**src/rtl/tlk2711_pkg.sv**
```systemverilog
// Shared definitions for the TLK2711 AXI4-Lite register bridge:
// FSM encoding, AXI response codes and register address helpers.
package tlk2711_pkg;

    typedef enum logic [2:0] {
        ST_IDLE,
        ST_WR_EXEC,
        ST_WR_RESP,
        ST_RD_ISSUE,
        ST_RD_WAIT,
        ST_RD_RESP
    } state_t;

    localparam logic [1:0] RESP_OKAY   = 2'b00;
    localparam logic [1:0] RESP_SLVERR = 2'b10;

    // Byte-address bit choosing the high (1) or low (0) 32-bit half.
    localparam int WORD_SEL_BIT = 2;

    // Byte-address bits that must be zero for a legal word access.
    localparam logic [1:0] ALIGN_MASK = 2'b11;

    // 64-bit register byte address seen by the register manager.
    function automatic logic [15:0] reg_addr(input logic [15:0] a);
        return {a[15:3], 3'b000};
    endfunction

    function automatic logic misaligned(input logic [1:0] lsb);
        return |(lsb & ALIGN_MASK);
    endfunction

endpackage

```
**src/rtl/tlk2711_axil_wr_capture.sv**
```systemverilog
// Independent AW/W channel capture. Each channel is accepted once,
// and a complete write is reported as pending (including bypass).
module tlk2711_axil_wr_capture #(
    parameter int ADDR_W = 16
) (
    input  logic              clk,
    input  logic              rst,
    input  logic              enable,
    input  logic              consume,
    input  logic              awvalid,
    output logic              awready,
    input  logic [ADDR_W-1:0] awaddr,
    input  logic              wvalid,
    output logic              wready,
    input  logic [31:0]       wdata,
    input  logic [3:0]        wstrb,
    output logic              pending,
    output logic              partial,
    output logic [ADDR_W-1:0] addr,
    output logic [31:0]       data,
    output logic [3:0]        strb
);

    logic              aw_full;
    logic              w_full;
    logic              aw_hs;
    logic              w_hs;
    logic [ADDR_W-1:0] aw_addr_q;
    logic [31:0]       w_data_q;
    logic [3:0]        w_strb_q;

    assign awready = enable && !aw_full;
    assign wready  = enable && !w_full;
    assign aw_hs   = awvalid && awready;
    assign w_hs    = wvalid && wready;

    assign pending = enable && (aw_full || aw_hs) && (w_full || w_hs);
    assign partial = aw_full ^ w_full;

    assign addr = aw_full ? aw_addr_q : awaddr;
    assign data = w_full ? w_data_q : wdata;
    assign strb = w_full ? w_strb_q : wstrb;

    // Hold each channel until the FSM consumes the complete write.
    always_ff @(posedge clk) begin
        if (rst) begin
            aw_full   <= 1'b0;
            w_full    <= 1'b0;
            aw_addr_q <= '0;
            w_data_q  <= '0;
            w_strb_q  <= '0;
        end else begin
            if (consume) begin
                aw_full <= 1'b0;
                w_full  <= 1'b0;
            end else begin
                if (aw_hs) aw_full <= 1'b1;
                if (w_hs)  w_full  <= 1'b1;
            end
            if (aw_hs) aw_addr_q <= awaddr;
            if (w_hs) begin
                w_data_q <= wdata;
                w_strb_q <= wstrb;
            end
        end
    end

endmodule

```
**src/rtl/tlk2711_axil_reg_bridge.sv**
```systemverilog
// AXI4-Lite slave bridging 32-bit PS accesses onto the 64-bit
// single-cycle TLK2711 register bus (write assembly, read split).
module tlk2711_axil_reg_bridge
    import tlk2711_pkg::*;
#(
    parameter int AXIL_ADDR_WIDTH = 16,
    parameter int RD_LATENCY      = 1
) (
    input  logic                       clk,
    input  logic                       rst,
    input  logic                       s_axil_awvalid,
    output logic                       s_axil_awready,
    input  logic [AXIL_ADDR_WIDTH-1:0] s_axil_awaddr,
    input  logic                       s_axil_wvalid,
    output logic                       s_axil_wready,
    input  logic [31:0]                s_axil_wdata,
    input  logic [3:0]                 s_axil_wstrb,
    output logic                       s_axil_bvalid,
    input  logic                       s_axil_bready,
    output logic [1:0]                 s_axil_bresp,
    input  logic                       s_axil_arvalid,
    output logic                       s_axil_arready,
    input  logic [AXIL_ADDR_WIDTH-1:0] s_axil_araddr,
    output logic                       s_axil_rvalid,
    input  logic                       s_axil_rready,
    output logic [31:0]                s_axil_rdata,
    output logic [1:0]                 s_axil_rresp,
    output logic                       o_reg_wen,
    output logic [15:0]                o_reg_waddr,
    output logic [63:0]                o_reg_wdata,
    output logic                       o_reg_ren,
    output logic [15:0]                o_reg_raddr,
    input  logic [63:0]                i_reg_rdata
);

    localparam logic [2:0] LAT = 3'(RD_LATENCY);

    state_t state;
    state_t state_d;

    logic                       idle;
    logic                       wr_pend;
    logic                       wr_partial;
    logic                       wr_grant;
    logic                       rd_grant;
    logic                       last_wr;
    logic                       wr_err;
    logic                       wr_hi;
    logic                       rd_err;
    logic                       rd_hi;
    logic                       wen_q;
    logic [AXIL_ADDR_WIDTH-1:0] wr_addr;
    logic [31:0]                wr_data;
    logic [3:0]                 wr_strb;
    logic [31:0]                shadow;
    logic [2:0]                 cnt;

    assign idle = (state == ST_IDLE) && !rst;

    tlk2711_axil_wr_capture #(
        .ADDR_W (AXIL_ADDR_WIDTH)
    ) u_wr_capture (
        .clk     (clk),
        .rst     (rst),
        .enable  (idle),
        .consume (wr_grant),
        .awvalid (s_axil_awvalid),
        .awready (s_axil_awready),
        .awaddr  (s_axil_awaddr),
        .wvalid  (s_axil_wvalid),
        .wready  (s_axil_wready),
        .wdata   (s_axil_wdata),
        .wstrb   (s_axil_wstrb),
        .pending (wr_pend),
        .partial (wr_partial),
        .addr    (wr_addr),
        .data    (wr_data),
        .strb    (wr_strb)
    );

    // A pending write blocks AR unless the write side was served last.
    assign s_axil_arready = idle && !wr_partial && !(wr_pend && !last_wr);
    assign rd_grant = s_axil_arvalid && s_axil_arready;
    assign wr_grant = wr_pend && !rd_grant;

    assign wr_err = misaligned(wr_addr[1:0]) || (wr_strb != 4'hF);
    assign wr_hi  = wr_addr[WORD_SEL_BIT];
    assign rd_err = misaligned(s_axil_araddr[1:0]);

    assign o_reg_wen = wen_q && !rst;

    // State register.
    always_ff @(posedge clk) begin
        if (rst) state <= ST_IDLE;
        else     state <= state_d;
    end

    // Next-state logic and state-decoded handshake outputs.
    always_comb begin
        state_d       = state;
        s_axil_bvalid = 1'b0;
        s_axil_rvalid = 1'b0;
        o_reg_ren     = 1'b0;
        unique case (state)
            ST_IDLE: begin
                if (wr_grant)      state_d = ST_WR_EXEC;
                else if (rd_grant) state_d = rd_err ? ST_RD_RESP : ST_RD_ISSUE;
            end
            ST_WR_EXEC: state_d = ST_WR_RESP;
            ST_WR_RESP: begin
                s_axil_bvalid = !rst;
                if (s_axil_bready) state_d = ST_IDLE;
            end
            ST_RD_ISSUE: begin
                o_reg_ren = !rst;
                state_d   = ST_RD_WAIT;
            end
            ST_RD_WAIT: begin
                if (cnt == LAT) state_d = ST_RD_RESP;
            end
            ST_RD_RESP: begin
                s_axil_rvalid = !rst;
                if (s_axil_rready) state_d = ST_IDLE;
            end
            default: state_d = ST_IDLE;
        endcase
    end

    // Register-bus datapath, shadow word, responses and arbitration flag.
    always_ff @(posedge clk) begin
        if (rst) begin
            wen_q        <= 1'b0;
            o_reg_waddr  <= '0;
            o_reg_wdata  <= '0;
            o_reg_raddr  <= '0;
            shadow       <= '0;
            s_axil_bresp <= RESP_OKAY;
            s_axil_rresp <= RESP_OKAY;
            s_axil_rdata <= '0;
            rd_hi        <= 1'b0;
            cnt          <= '0;
            last_wr      <= 1'b0;
        end else begin
            wen_q <= 1'b0;
            if (wr_pend && s_axil_arvalid && !wr_partial) begin
                last_wr <= wr_grant;
            end
            if (wr_grant) begin
                s_axil_bresp <= wr_err ? RESP_SLVERR : RESP_OKAY;
                if (!wr_err && wr_hi) begin
                    wen_q       <= 1'b1;
                    o_reg_waddr <= reg_addr(wr_addr[15:0]);
                    o_reg_wdata <= {wr_data, shadow};
                end else if (!wr_err) begin
                    shadow <= wr_data;
                end
            end
            if (rd_grant) begin
                rd_hi <= s_axil_araddr[WORD_SEL_BIT];
                if (rd_err) begin
                    s_axil_rdata <= '0;
                    s_axil_rresp <= RESP_SLVERR;
                end else begin
                    s_axil_rresp <= RESP_OKAY;
                    o_reg_raddr  <= reg_addr(s_axil_araddr[15:0]);
                end
            end
            if (state == ST_RD_ISSUE) cnt <= 3'd1;
            if (state == ST_RD_WAIT) begin
                if (cnt == LAT) begin
                    s_axil_rdata <= rd_hi ? i_reg_rdata[63:32] : i_reg_rdata[31:0];
                end else begin
                    cnt <= cnt + 3'd1;
                end
            end
        end
    end

endmodule

```
**config.mk**
```make
export PLATFORM = sky130hd
export DESIGN_NAME = tlk2711_axil_reg_bridge
export DESIGN_NICKNAME = d
export VERILOG_FILES = /design/src/rtl/tlk2711_pkg.sv /design/src/rtl/tlk2711_axil_wr_capture.sv /design/src/rtl/tlk2711_axil_reg_bridge.sv
export SDC_FILE = /design/constraint.sdc
export NUM_CORES = 1
export LEC_CHECK = 0
export ABC_AREA = 1
export CAP_MARGIN = 20
export CORE_MARGIN = 3
export CORE_UTILIZATION = 47
export DETAILED_ROUTE_END_ITERATION = 10
export PLACE_DENSITY = 0.8
export SYNTH_ARGS = -nofsm -noshare
export SYNTH_HDL_FRONTEND = slang
export SYNTH_SLANG_ARGS = --single-unit
```
**constraint.sdc**
```tcl
create_clock -name clk -period 2.22 [get_ports clk]
set_clock_uncertainty 0.2 [all_clocks]
set_input_delay 0.444 -clock clk [delete_from_list [all_inputs] [get_ports clk]]
set_output_delay 0.444 -clock clk [all_outputs]
set_load 0.005 [all_outputs]
```
* Word-level counts from Yosys, hierarchy flattened *
Index checks and enable logic that the tools add are counted.

storage, ports and cells
  register bits = 221
  input port bits = 139
  word-level logic and storage cells = 94

cells by class
  add/sub/neg operators = 1
  equal/unequal tests = 11
  muxes and demuxes = 24
  bitwise logic cells = 5
  reduce and logical (&&, ||, !) cells = 36

operator list
  operator               number
  $mux W32               6
  $mux W3                9
  $pmux W3 S6            1
  $logic_and A1 B1 Y1    16
  $mux W16               1
  $logic_not A1 Y1       8
  $reduce_or A2 Y1       4
  $eq A3 B1 Y1 const B   2
  $eq A3 B2 Y1 const B   2
  $eq A3 B3 Y1 const B   2
  $ne A2 B2 Y1 const B   3
  $mux W1                4
  $mux W2                2
  $mux W4                1
  $ne A4 B4 Y1 const B   1
  $not A1 Y1             4
  $reduce_and A2 Y1      2
  $reduce_and A4 Y1      1
  $add A3 B1 Y3 const B  1
  $logic_not A3 Y1       1
  $logic_or A1 B1 Y1     3
  $ne A3 B2 Y1 const B   1
  $reduce_and A3 Y1      1
  $xor A1 B1 Y1          1

* Longest topological paths before layout *
  word-level depth = 15
  gate-level depth with buffers = 12
  mapped depth without buffers = 11

* By module *
Synthesis repeated with hierarchy kept, for this count alone.

unflattened totals
  cell total of the unflattened synthesis = 1290
  area, all modules = 9486.6 um2

modules (own cells, without submodules)
  module                   times used  cells each  area each (um2)  seq. area each (um2)
  tlk2711_axil_reg_bridge  1           831         6771.5           3303.2
  tlk2711_axil_wr_capture  1           459         2715.1           1081.0

* Worst setup path before layout *
OpenSTA, ideal clock, no wires.

  kind = input-to-reg
  from = input port rst
  to = register o_reg_wdata[10]
  data arrival time = 1718 ps
  required time = 1949 ps
  path slack = 231 ps
  stages = 11
  buffers on the path = 2
  path through = inv_1 > nand3_2 > inv_2 > nand2_2 > o31ai_4 > inv_4 > nand2_4 > buf_6 > buf_12 > nand2_2 > a21oi_2

between the ends
  longest elaborated chain between the ends = 14
  elaborated cells on any way between the ends = 18

RTL lines
  element                             line                            RTL
  from (decl)                         tlk2711_axil_reg_bridge.sv:10   input logic rst,
  $logic_not A1 Y1                    tlk2711_axil_reg_bridge.sv:58   assign idle = (state == ST_IDLE) && !rst;
  $logic_and A1 B1 Y1                 tlk2711_axil_reg_bridge.sv:58
  $logic_and A1 B1 Y1                 tlk2711_axil_wr_capture.sv:32   assign awready = enable && !aw_full;
  $logic_and A1 B1 Y1                 tlk2711_axil_wr_capture.sv:34   assign aw_hs = awvalid && awready;
  $logic_or A1 B1 Y1                  tlk2711_axil_wr_capture.sv:37   assign pending = enable && (aw_full || aw_hs) && (w_full || w_hs);
  $logic_and A1 B1 Y1 (2 in a row)    tlk2711_axil_wr_capture.sv:37
  $logic_and A1 B1 Y1                 tlk2711_axil_reg_bridge.sv:82   assign s_axil_arready = idle && !wr_partial && !(wr_pend && !last_wr);
  $logic_not A1 Y1                    tlk2711_axil_reg_bridge.sv:82
  $logic_and A1 B1 Y1                 tlk2711_axil_reg_bridge.sv:82
  $logic_and A1 B1 Y1                 tlk2711_axil_reg_bridge.sv:83   assign rd_grant = s_axil_arvalid && s_axil_arready;
  $logic_not A1 Y1                    tlk2711_axil_reg_bridge.sv:84   assign wr_grant = wr_pend && !rd_grant;
  $logic_and A1 B1 Y1                 tlk2711_axil_reg_bridge.sv:84
  $reduce_and A2 Y1 (no source line)  --
  to (signal assigned)                tlk2711_axil_reg_bridge.sv:153  o_reg_wdata <= {wr_data, shadow};
  to (decl)                           tlk2711_axil_reg_bridge.sv:30   output logic [63:0] o_reg_wdata,

Several ways; a longest one is shown, not always the timed one.
A chain may end at the register's enable or synchronous reset.

* Worst setup path after layout *
  from = register state[0]
  to = output port s_axil_arready

between the ends
  longest elaborated chain between the ends = 10
  elaborated cells on any way between the ends = 14

RTL lines
  element                           line                           RTL
  from (decl)                       tlk2711_axil_reg_bridge.sv:38  state_t state;
  from (signal assigned)            tlk2711_axil_reg_bridge.sv:95  else state <= state_d;
  $logic_not A3 Y1 (*)              tlk2711_axil_reg_bridge.sv:58
  $logic_and A1 B1 Y1 (*)           tlk2711_axil_reg_bridge.sv:58
  $logic_and A1 B1 Y1               tlk2711_axil_wr_capture.sv:32
  $logic_and A1 B1 Y1               tlk2711_axil_wr_capture.sv:34
  $logic_or A1 B1 Y1                tlk2711_axil_wr_capture.sv:37
  $logic_and A1 B1 Y1 (2 in a row)  tlk2711_axil_wr_capture.sv:37
  $logic_and A1 B1 Y1               tlk2711_axil_reg_bridge.sv:82
  $logic_not A1 Y1                  tlk2711_axil_reg_bridge.sv:82
  $logic_and A1 B1 Y1 (*)           tlk2711_axil_reg_bridge.sv:82
  to (decl)                         tlk2711_axil_reg_bridge.sv:22  output logic s_axil_arready,

Every way passes the cells marked *; elsewhere a longest branch is shown, timed or not.

==> key figures <==
Clock tree
  – # H-tree levels: 1
  – # hold bufs at CTS: 0
  – Clock transition at path regs: approximately 0.060 ns
  – CTS tree: yes
  – Buffer levels on the longest clock path: 3
  – Clk_lat worst skew: between 0.5 and 0.6 ns
  – CTS sink count: 219
  – Root Buffer: clkbuf_16
  – Total CTS buffers: 24

Global routing
  – Gr usage total: 0.2428
  – GRT overflow: 0
  – Initial antenna violation count: 0
  – Vias in the first global route: slightly below 9000
  – Largest net degree at the start of global routing: 86
  – First-pass GRT wire length: between 40000 and 50000 um

Yosys
  – Post-synth EDFFs: 0
  – #FFs+latches synth: around 220
  – Synth unique cells: 35
  – Post-Syn Area: 9128 um2
  – Ys flop type: dfxtp_1
  – Avg Inst Size Synth: 7.098 um2
  – Cells after synthesis: around 1300
  – YS warnings: 0
  – Asr flop ratio synth: 0
  – Sequential element share of the synthesized area: 0.4803

Critical path
  – CP most frequent cell: inv_4
  – Worst Path Arrival: around 1.6 ns
  – Reg2reg path depth: 11
  – Slowest cell on the critical path: dfxtp_2
  – CP endpoint: s_axil_arready
  – Reg-to-reg setup timing slack: -0.02 ns
  – CP Class: reg2out
  – Worst Path Required: roughly 1.6 ns
  – Worst r2r src: state[0]
  – Crit start category: flop
  – Worst-path cell chain: nor2_4, nand3_4, buf_6, inv_4, nand2_4, inv_4, nand2_1, inv_1, buf_2
  – Crit-path max FO: 5
  – Biggest cell delay along the critical path: around 0.33 ns
  – RR Endpoint: o_reg_wdata[8]
  – Crit path from: state[0]
  – Crit end category: output port

Layout
  – Commonest cells after routing, fill and taps aside: nand2_1, clkdlybuf4s50_1, dfxtp_1
  – # diodes: 0
  – Nets: ~1700
  – Layout cell share with drive strength beyond 1: 0.1149
  – Utilization after layout: 0.7076
  – Commonest non-fill, non-tap cell in the layout: nand2_1
  – Area Overhead vs Synth: 46.47%

Route
  – DRT iter0 DRCs: just over 700
  – Routed wl met2: roughly 13000 um
  – DR DRC count: 0
  – Drt wl/cell: approximately 15 um
  – Met3 routed WL: between 2000 and 3000 um
  – DRT Wirelength: between 20000 and 30000 um
  – Wl on met1: about 11000 um
  – Top Metal Used: met4
  – First-pass iteration count of the detailed router: 7
  – Routed Antenna Nets: 0
  – DR vias/cell: just over 5
  – Via count: approximately 9400

STA
  – Endpoints failing setup: 5
  – Worst setup margin: -0.06796 ns
  – Min Tclk post-route: around 2.3 ns
  – Sum Neg Setup Slack: -0.1647 ns
  – Final worst path period share: 1.031
  – Least-Margin Pin Slew: about 1.0 ns
  – Final-report hold violation count: 0
  – Peak Freq: about 440 MHz
  – RSZ-0062 raised after global routing: true
  – Pins over their slew limit: 0
  – Slew HR: 0.3217
  – WHS: approximately 0.17 ns

Run status
  – Failing checks: setup timing
  – Status: finished with violations

Floorplan
  – Die area: 21130 um2
  – Total core area: 18890 um2
  – I/O pins: roughly 280
  – Initial core utilization: 0.4831
  – Die Height: 145.4 um
  – # rows: 50
  – Die width: 145.4 um

Power
  – Leakage power: 5.217 nW
  – Overall power: around 11 mW
  – Power per cell area: 810.6 nW/um2
  – Max IR drop VDD: 577.3 uV

Flow run
  – Max-Cap Viols: 0

Place
  – Port bufs: 269
  – Hpwl dp: 18110 um
  – Gp weighted congestion: about 0.83

Worst hold path
  – Hold Path Class: in2reg
[state kept, by name, indices dropped and copies added (netlist names)]
signal                  flops
wen_q                       1
o_reg_raddr                13
last_wr                     1
state                       3
o_reg_waddr                13
s_axil_rresp                1
u_wr_capture.aw_full        1
rd_hi                       1
u_wr_capture.w_data_q      32
u_wr_capture.aw_addr_q     16
u_wr_capture.w_strb_q       4
s_axil_bresp                1
s_axil_rdata               32
o_reg_wdata                64
u_wr_capture.w_full         1
cnt                         3
shadow                     32
[per-layer routing]
| layer | track usage | vias up |
|---|---|---|
| li1 | - | 4641 |
| met1 | 0.2938 | 4313 |
| met2 | 0.4064 | 402 |
| met3 | 0.07319 | 71 |
| met4 | 0.09687 | 0 |
| met5 | 0 | - |
[metrics by stage]
stage	std cells	worst slack (ns)	area, um2
6_report	1835	-0.06796	13370
5_1_grt	1835	-0.1492	13370
4_1_cts	1824	-0.1633	13110
3_5_place_dp	1778	-0.2437	12200
3_3_place_gp	1778	-0.2171	12200
2_1_floorplan	1293	0.2307	9154
[logic make-up (layout without fill, tap and decap cells)]
logic type / after synthesis / in the layout / synth area share
AND/OR/NAND/NOR: 706 / 706 / 0.3124
AO/OA/AOI/OAI: 230 / 230 / 0.1369
flip-flops: 219 / 219 / 0.4803
buffers and inverters: 127 / 409 / 0.06621
adder cells (fa/ha/maj): 2 / 2 / 0.002741
other: 1 / 8 / 0.0004108
XOR/XNOR: 1 / 1 / 0.0009597
[synth_stat cells, types with 2 or more instances]
master	count	share of area
nand3_1	76	0.042
buf_2	26	0.014
clkbuf_1	51	0.021
nand4_1	2	0.0014
buf_6	2	0.0025
inv_1	27	0.011
nor3b_1	2	0.0016
a21oi_2	20	0.019
nor2_1	171	0.070
ha_1	2	0.0027
o21ai_0	85	0.047
a21oi_1	120	0.066
buf_12	2	0.0044
nand2_1	424	0.17
dfxtp_1	219	0.48
nand2_2	22	0.015
nor3_1	2	0.0011
nor2_4	2	0.0025
clkinv_1	4	0.0016
buf_4	12	0.0099
[worst max-delay path, delay by kind of cell (launching register included)]
kind	cells	cell delay, ns
buf+inv	5	0.42
simple gates	4	0.38
flops	1	0.33
[power by group]
part	internal (mW)	leakage, nW	total, mW	switching, mW
Clock	2.64	0.422	4.21	1.58
Sequential	4.23	1.77	4.39	0.160
Combinational	0.956	3.02	2.24	1.28
[worst min-delay path by stage]
stage / start / endpoint / slack, ns / depth (start not counted)
global placement: o_reg_wdata[2] / o_reg_wdata[2] / 0.25 / 2
finish: rst / cnt[1] / 0.17 / 4
detailed placement: o_reg_wdata[49] / o_reg_wdata[49] / 0.25 / 2
global route: rst / cnt[1] / 0.18 / 4
floorplan: shadow[0] / shadow[0] / 0.24 / 2
CTS: rst / cnt[1] / 0.15 / 4
[final cells by class]
class | count | area (um2)
Fill cell | 1520 | 5524
Sequential cell | 219 | 4389
Tap cell | 260 | 325.3
Clock inverter | 8 | 123.9
Inverter | 33 | 132.6
Timing Repair Buffer | 333 | 3405
Clock buffer | 35 | 733.2
Multi-Input combinational cell | 947 | 4260
[repair_timing]
item / 4_1_cts / 5_1_grt
setup endpoints to repair: 6 / 115
buffers inserted: 3 / 4
resized for setup: 21 / 28
pin swaps: 4 / 3
gates cloned: 0 / 7
Power figures use the tool's default switching activity.
==> RTL change 1: new RTL, same settings <==
Encoding of `state_t`: now one-hot (6 bits for 6 states).
--- a/src/rtl/tlk2711_pkg.sv
+++ b/src/rtl/tlk2711_pkg.sv
@@ -4,9 +4,9 @@
 
-    typedef enum logic [2:0] {
-        ST_IDLE,
-        ST_WR_EXEC,
-        ST_WR_RESP,
-        ST_RD_ISSUE,
-        ST_RD_WAIT,
-        ST_RD_RESP
+    typedef enum logic [5:0] {
+        ST_IDLE     = 6'b000001,
+        ST_WR_EXEC  = 6'b000010,
+        ST_WR_RESP  = 6'b000100,
+        ST_RD_ISSUE = 6'b001000,
+        ST_RD_WAIT  = 6'b010000,
+        ST_RD_RESP  = 6'b100000
     } state_t;
Formal check against the unedited RTL: no difference found for any inputs over 4 cycles, from zero or initial values and one cycle with rst high; so few cycles prove little.
==> RTL change 1 against the original RTL <==
The flow still finishes with violations (negative setup slack); area after synthesis rose by 0.40%; worst setup slack got worse by 48 ps; sequential cell count rose by 3; total power rose by 0.96%; design area rose by 3.9%; routed wire length rose by 8.0%; register-to-register slack got worse by 80 ps; first-iteration DRC count fell by 18%; critical path type unchanged; largest power group unchanged.
==> RTL change 1: results (changes against the original RTL) <==
Final #Nets=1684 (-0.88%); GR Util met3=6.57% (-0.75 points); Placement Cell Area=12300 sq um (+0.73%); met2 usage=42.6% (+1.9 points); top cells by area, synth=dfxtp_1, nand2_1, o21ai_0, nor2_1, a21oi_1; Vias=9615 (+2.0%); Lkg Pwr=5.46 nW (+4.7%); PortBufs=269 (unchanged); RD Place Congestion=0.843 (+0.99%); most common flop cell mapped by yosys=dfxtp_1; GRT Util Overall=23.5% (-0.79 points); Setup Viol. Count Final=20 (+15); largest net degree at the start of global routing=124 (+44%); Detail Placement HPWL=18.0 mm (-0.36%); WL per Instance=16.8 microns (+8.8%); final hold violations=0 (unchanged); failing checks=negative setup slack; Clk Tree Root Cell=clkbuf_16; CP top delay family=simple AND/OR/NAND/NOR gates; Critical Path AT=1690 ps (+50 ps); vias in the first global route=8776 (-1.5%); Iteration-0 DRC Markers=587 (-18%); Layout Cells excl Fill=1822 (-0.71%); synth unique cells=38 (+8.6%); Mapped Cells=1254 (-2.5%); sequential-to-total area share from yosys stat=48.5% (+0.47 points); critical-path maximum fanout=4 (-1); worst hold stages=2 (-2); Bufs on Longest Clock Path=3 (unchanged); Least-Margin Pin Slew=1140 ps (+123 ps); M1 GR Usage=26.4% (-2.9 points); worst reg2reg path depth=13 (+2); first-pass GRT wire length=42.3 mm (-2.6%); outcome=finished with violations; Final WS setup=-116 ps (-48.5 ps); Hold Crit Class=flip-flop to flip-flop; initial antenna violation count=2 (+2); layout cells sized above 1=12.6% (+1.1 points); Post-synth top cells=nand2_1, dfxtp_1, nor2_1; fillers=1419 (-6.6%); Slew Limit Fails=0 (unchanged); VDD IR max=0.640 mV (+11%); Sw Ratio=28.0% (+0.13 points)
RTL change 1: repair_timing:
| item | 4_1_cts | 5_1_grt |
|---|---|---|
| resized for setup | 42 | 92 |
| endpoints found under the hold margin | 0 | 0 |
| endpoints found under the setup margin | 6 | 102 |
| hold buffers | 0 | 0 |
| pin swaps | 10 | 19 |
| setup buffers | 3 | 12 |
| gates cloned | 0 | 17 |
RTL change 1: metrics by stage:
| step | TNS, ps | worst slack, ps | util (%) |
|---|---|---|---|
| after global routing | -7400 | -218 | 73.3 |
| after detailed placement | -36050 | -329 | 64.8 |
| final | -683 | -116 | 73.3 |
| after CTS | -284 | -144 | 69.5 |
| after global placement | -28960 | -315 | 64.8 |
| after floorplan | 0 | 174 | - |
RTL change 1: final timing paths:
path | startpoint | slack [ps] | end
worst min register to register | shadow[22] | 260 | shadow[22]
worst max register to register | state[2] | -100 | o_reg_wdata[17]
worst min-delay path | shadow[22] | 260 | shadow[22]
worst max-delay path | state[2] | -120 | s_axil_arready
RTL change 1: metal layers:
| layer | vias to the layer above | part of all wire, % |
|---|---|---|
| met5 | - | 0 |
| met4 | 0 | 4.2 |
| met3 | 104 | 8.9 |
| met2 | 439 | 51 |
| met1 | 4441 | 36 |
| li1 | 4631 | - |
RTL change 1: worst register-to-register path: cells and delay by family (launching register included):
kind | cells | cell delay [ps]
flops | 1 | 340
compound gates | 2 | 350
buf+inv | 6 | 770
simple gates | 5 | 540
RTL change 1: power by group through the flow:
stage,registers (mW),clock network (mW),logic [mW]
4_1_cts,4.37,4.31,2.05
3_3_place_gp,4.43,0,1.95
5_1_grt,4.41,4.45,2.50
6_report,4.39,4.26,2.29
3_5_place_dp,4.45,0,2.00
2_1_floorplan,4.42,0,1.15
RTL change 1: area by class of cell:
class / count / area, sq um / share of cell area, %
Antenna cell: 2 / 5.00 / 0.0360
Multi-Input combinational cell: 861 / 4140 / 29.8
Clock buffer: 29 / 659 / 4.75
Clock inverter: 14 / 195 / 1.41
Sequential cell: 222 / 4450 / 32.1
Tap cell: 260 / 325 / 2.34
Inverter: 82 / 330 / 2.38
Timing Repair Buffer: 352 / 3780 / 27.2
RTL change 1: cell families after synthesis:
family	synth area share [%]
fa+ha+maj	0.273
flops	48.5
xor+xnor	0.178
compound gates	16.3
mux	1.42
other cells	0.0409
buf+inv	8.63
simple gates	24.6
==> RTL change 2: new RTL, same flow settings <==
Made on the original files. Reset style: asynchronous (`rst`), changed in 3 clocked blocks.
--- a/src/rtl/tlk2711_axil_wr_capture.sv
+++ b/src/rtl/tlk2711_axil_wr_capture.sv
@@ -44,3 +44,3 @@
     // Hold each channel until the FSM consumes the complete write.
-    always_ff @(posedge clk) begin
+    always_ff @(posedge clk or posedge rst) begin
         if (rst) begin
--- a/src/rtl/tlk2711_axil_reg_bridge.sv
+++ b/src/rtl/tlk2711_axil_reg_bridge.sv
@@ -92,3 +92,3 @@
     // State register.
-    always_ff @(posedge clk) begin
+    always_ff @(posedge clk or posedge rst) begin
         if (rst) state <= ST_IDLE;
@@ -129,3 +129,3 @@
     // Register-bus datapath, shadow word, responses and arbitration flag.
-    always_ff @(posedge clk) begin
+    always_ff @(posedge clk or posedge rst) begin
         if (rst) begin
Check against the original RTL: differs if rst is asserted again (counterexample within 4 cycles, from zero or initial values and one cycle with rst high); with rst held inactive, the same outputs for 4 cycles.
==> RTL change 2 against the original RTL <==
The run still ends with negative setup slack left; sequential share of layout area rose by 4.1 points; first-iteration DRC count fell by 55%; design area rose by 11%; worst setup slack got worse by 100 ps; hold slack improved by 110 ps; area after synthesis rose by 2.1%; die area rose by 2.0%; routed wire length rose by 5.7%; sequential cell count did not move; register-to-register slack got worse by 120 ps; synthesized cell count fell by 31%.
Power is not compared: it rests on default switching activity, and its combinational part moved more than twofold at a synthesized area within 25%.
==> RTL change 2: results (changes against the original RTL) <==
Final WS setup=-172 ps (-104 ps); dpl cells=1421 (-20%); Max stage delay on crit path=430 ps (+100 ps); synth unique cells=37 (+5.7%); outcome=finished with violations; Critical Path AT=1750 ps (+110 ps); DR pass1 iterations=4 (-3); sequential-to-total area share from yosys stat=58.8% (+11 points); Synth async-reset ratio=100% (+100 points); total CTS buffers=23 (-4.2%); WL per Instance=19.7 microns (+28%); critical-path maximum fanout=3 (-2); vias in the first global route=7895 (-11%); largest net degree at the start of global routing=161 (+87%); Setup Viol. Count Final=87 (+82); failing checks=negative setup slack; initial antenna violation count=1 (+1); syn_area_per_cell=10.5 sq um (+47%); top cells by area, synth=dfrtp_1, nand2_1, mux2i_1, mux2_2, o21ai_0; Iteration-0 DRC Markers=321 (-55%); Detail Placement HPWL=17.3 mm (-4.3%); Layout Cells excl Fill=1514 (-17%); fillers=1170 (-23%); CP top delay family=simple AND/OR/NAND/NOR gates; Setup Slack @ Placement=-518 ps (-274 ps); RD Place Congestion=0.829 (-0.67%); GRT Util Overall=23.5% (-0.74 points); Critical Path Slowest Stage Cell=dfrtp_1; Hold Crit Class=flip-flop to flip-flop; vias per cell=5.29 (+2.9%); Post-synth top cells=nand2_1, dfrtp_1, o21ai_0
-- RTL change 2: worst min-delay path, cell delays in order (launching register included) --
cell and delay [ps]:
dfrtp_1 340, nand2_1 60, o21ai_2 50
-- RTL change 2: power groups by stage --
stage / Clock (mW) / Sequential, mW / Combinational, mW
6_report: 3.60 / 5.71 / 5.29
5_1_grt: 3.83 / 5.82 / 5.73
4_1_cts: 3.65 / 5.66 / 4.85
3_5_place_dp: 0 / 5.72 / 4.61
3_3_place_gp: 0 / 5.67 / 4.49
2_1_floorplan: 0 / 5.58 / 2.63
-- RTL change 2: logic make-up after synthesis --
family          count (synthesis)  synth area share (%)
simple gates                  298                  13.0
flops                         219                  58.8
compound gates                152                  9.30
mux                           115                  12.9
buf+inv                       103                  5.55
fa+ha+maj                       2                 0.268
other cells                     1                0.0402
xor+xnor                        1                0.0940
-- RTL change 2: per-stage QoR --
stage / util, % / setup TNS (ps) / hold WS (ps)
after floorplan: - / -985690 / 248
after global placement: 65.9 / -84710 / 254
final: 77.8 / -4260 / 279
after global routing: 77.8 / -15670 / 298
after CTS: 71.8 / -8610 / 273
after detailed placement: 65.9 / -85860 / 258
-- RTL change 2: final timing paths --
check	startpoint	endpoint	slack [ps]	cells past startpoint
max	state[1]	s_axil_arready	-170	7
min	o_reg_wdata[46]	o_reg_wdata[46]	280	2
max reg2reg	state[1]	shadow[8]	-140	12
min reg2reg	o_reg_wdata[46]	o_reg_wdata[46]	280	2
max in group asynchronous	rst	rd_hi	450	5
min in group asynchronous	rst	o_reg_raddr[4]	330	4
-- RTL change 2: layer usage --
layer / GRT usage (%) / vias to the layer above / wire (microns)
met2: 43.3 / 319 / 15800
met5: 0 / - / 0
met4: 6.44 / 0 / 792
met3: 5.43 / 76 / 2080
li1: - / 3665 / -
met1: 27.6 / 3946 / 11200
-- RTL change 2: repair_timing --
action,CTS,global route
pin swaps,12,48
setup endpoints to repair,8,163
resized for setup,71,167
gates cloned,6,23
setup buffers,16,14
-- RTL change 2: area by class of cell --
type                       count  area (sq um)  area share, %
sequential                   219          5490           36.9
timing repair buffer         370          4110           27.7
multi-input combinational    578          4020           27.1
clock buffer                  36           684           4.61
tap                          260           325           2.19
inverter                      47           203           1.37
clock inverter                 2          13.8         0.0927
antenna                        2          5.00         0.0337
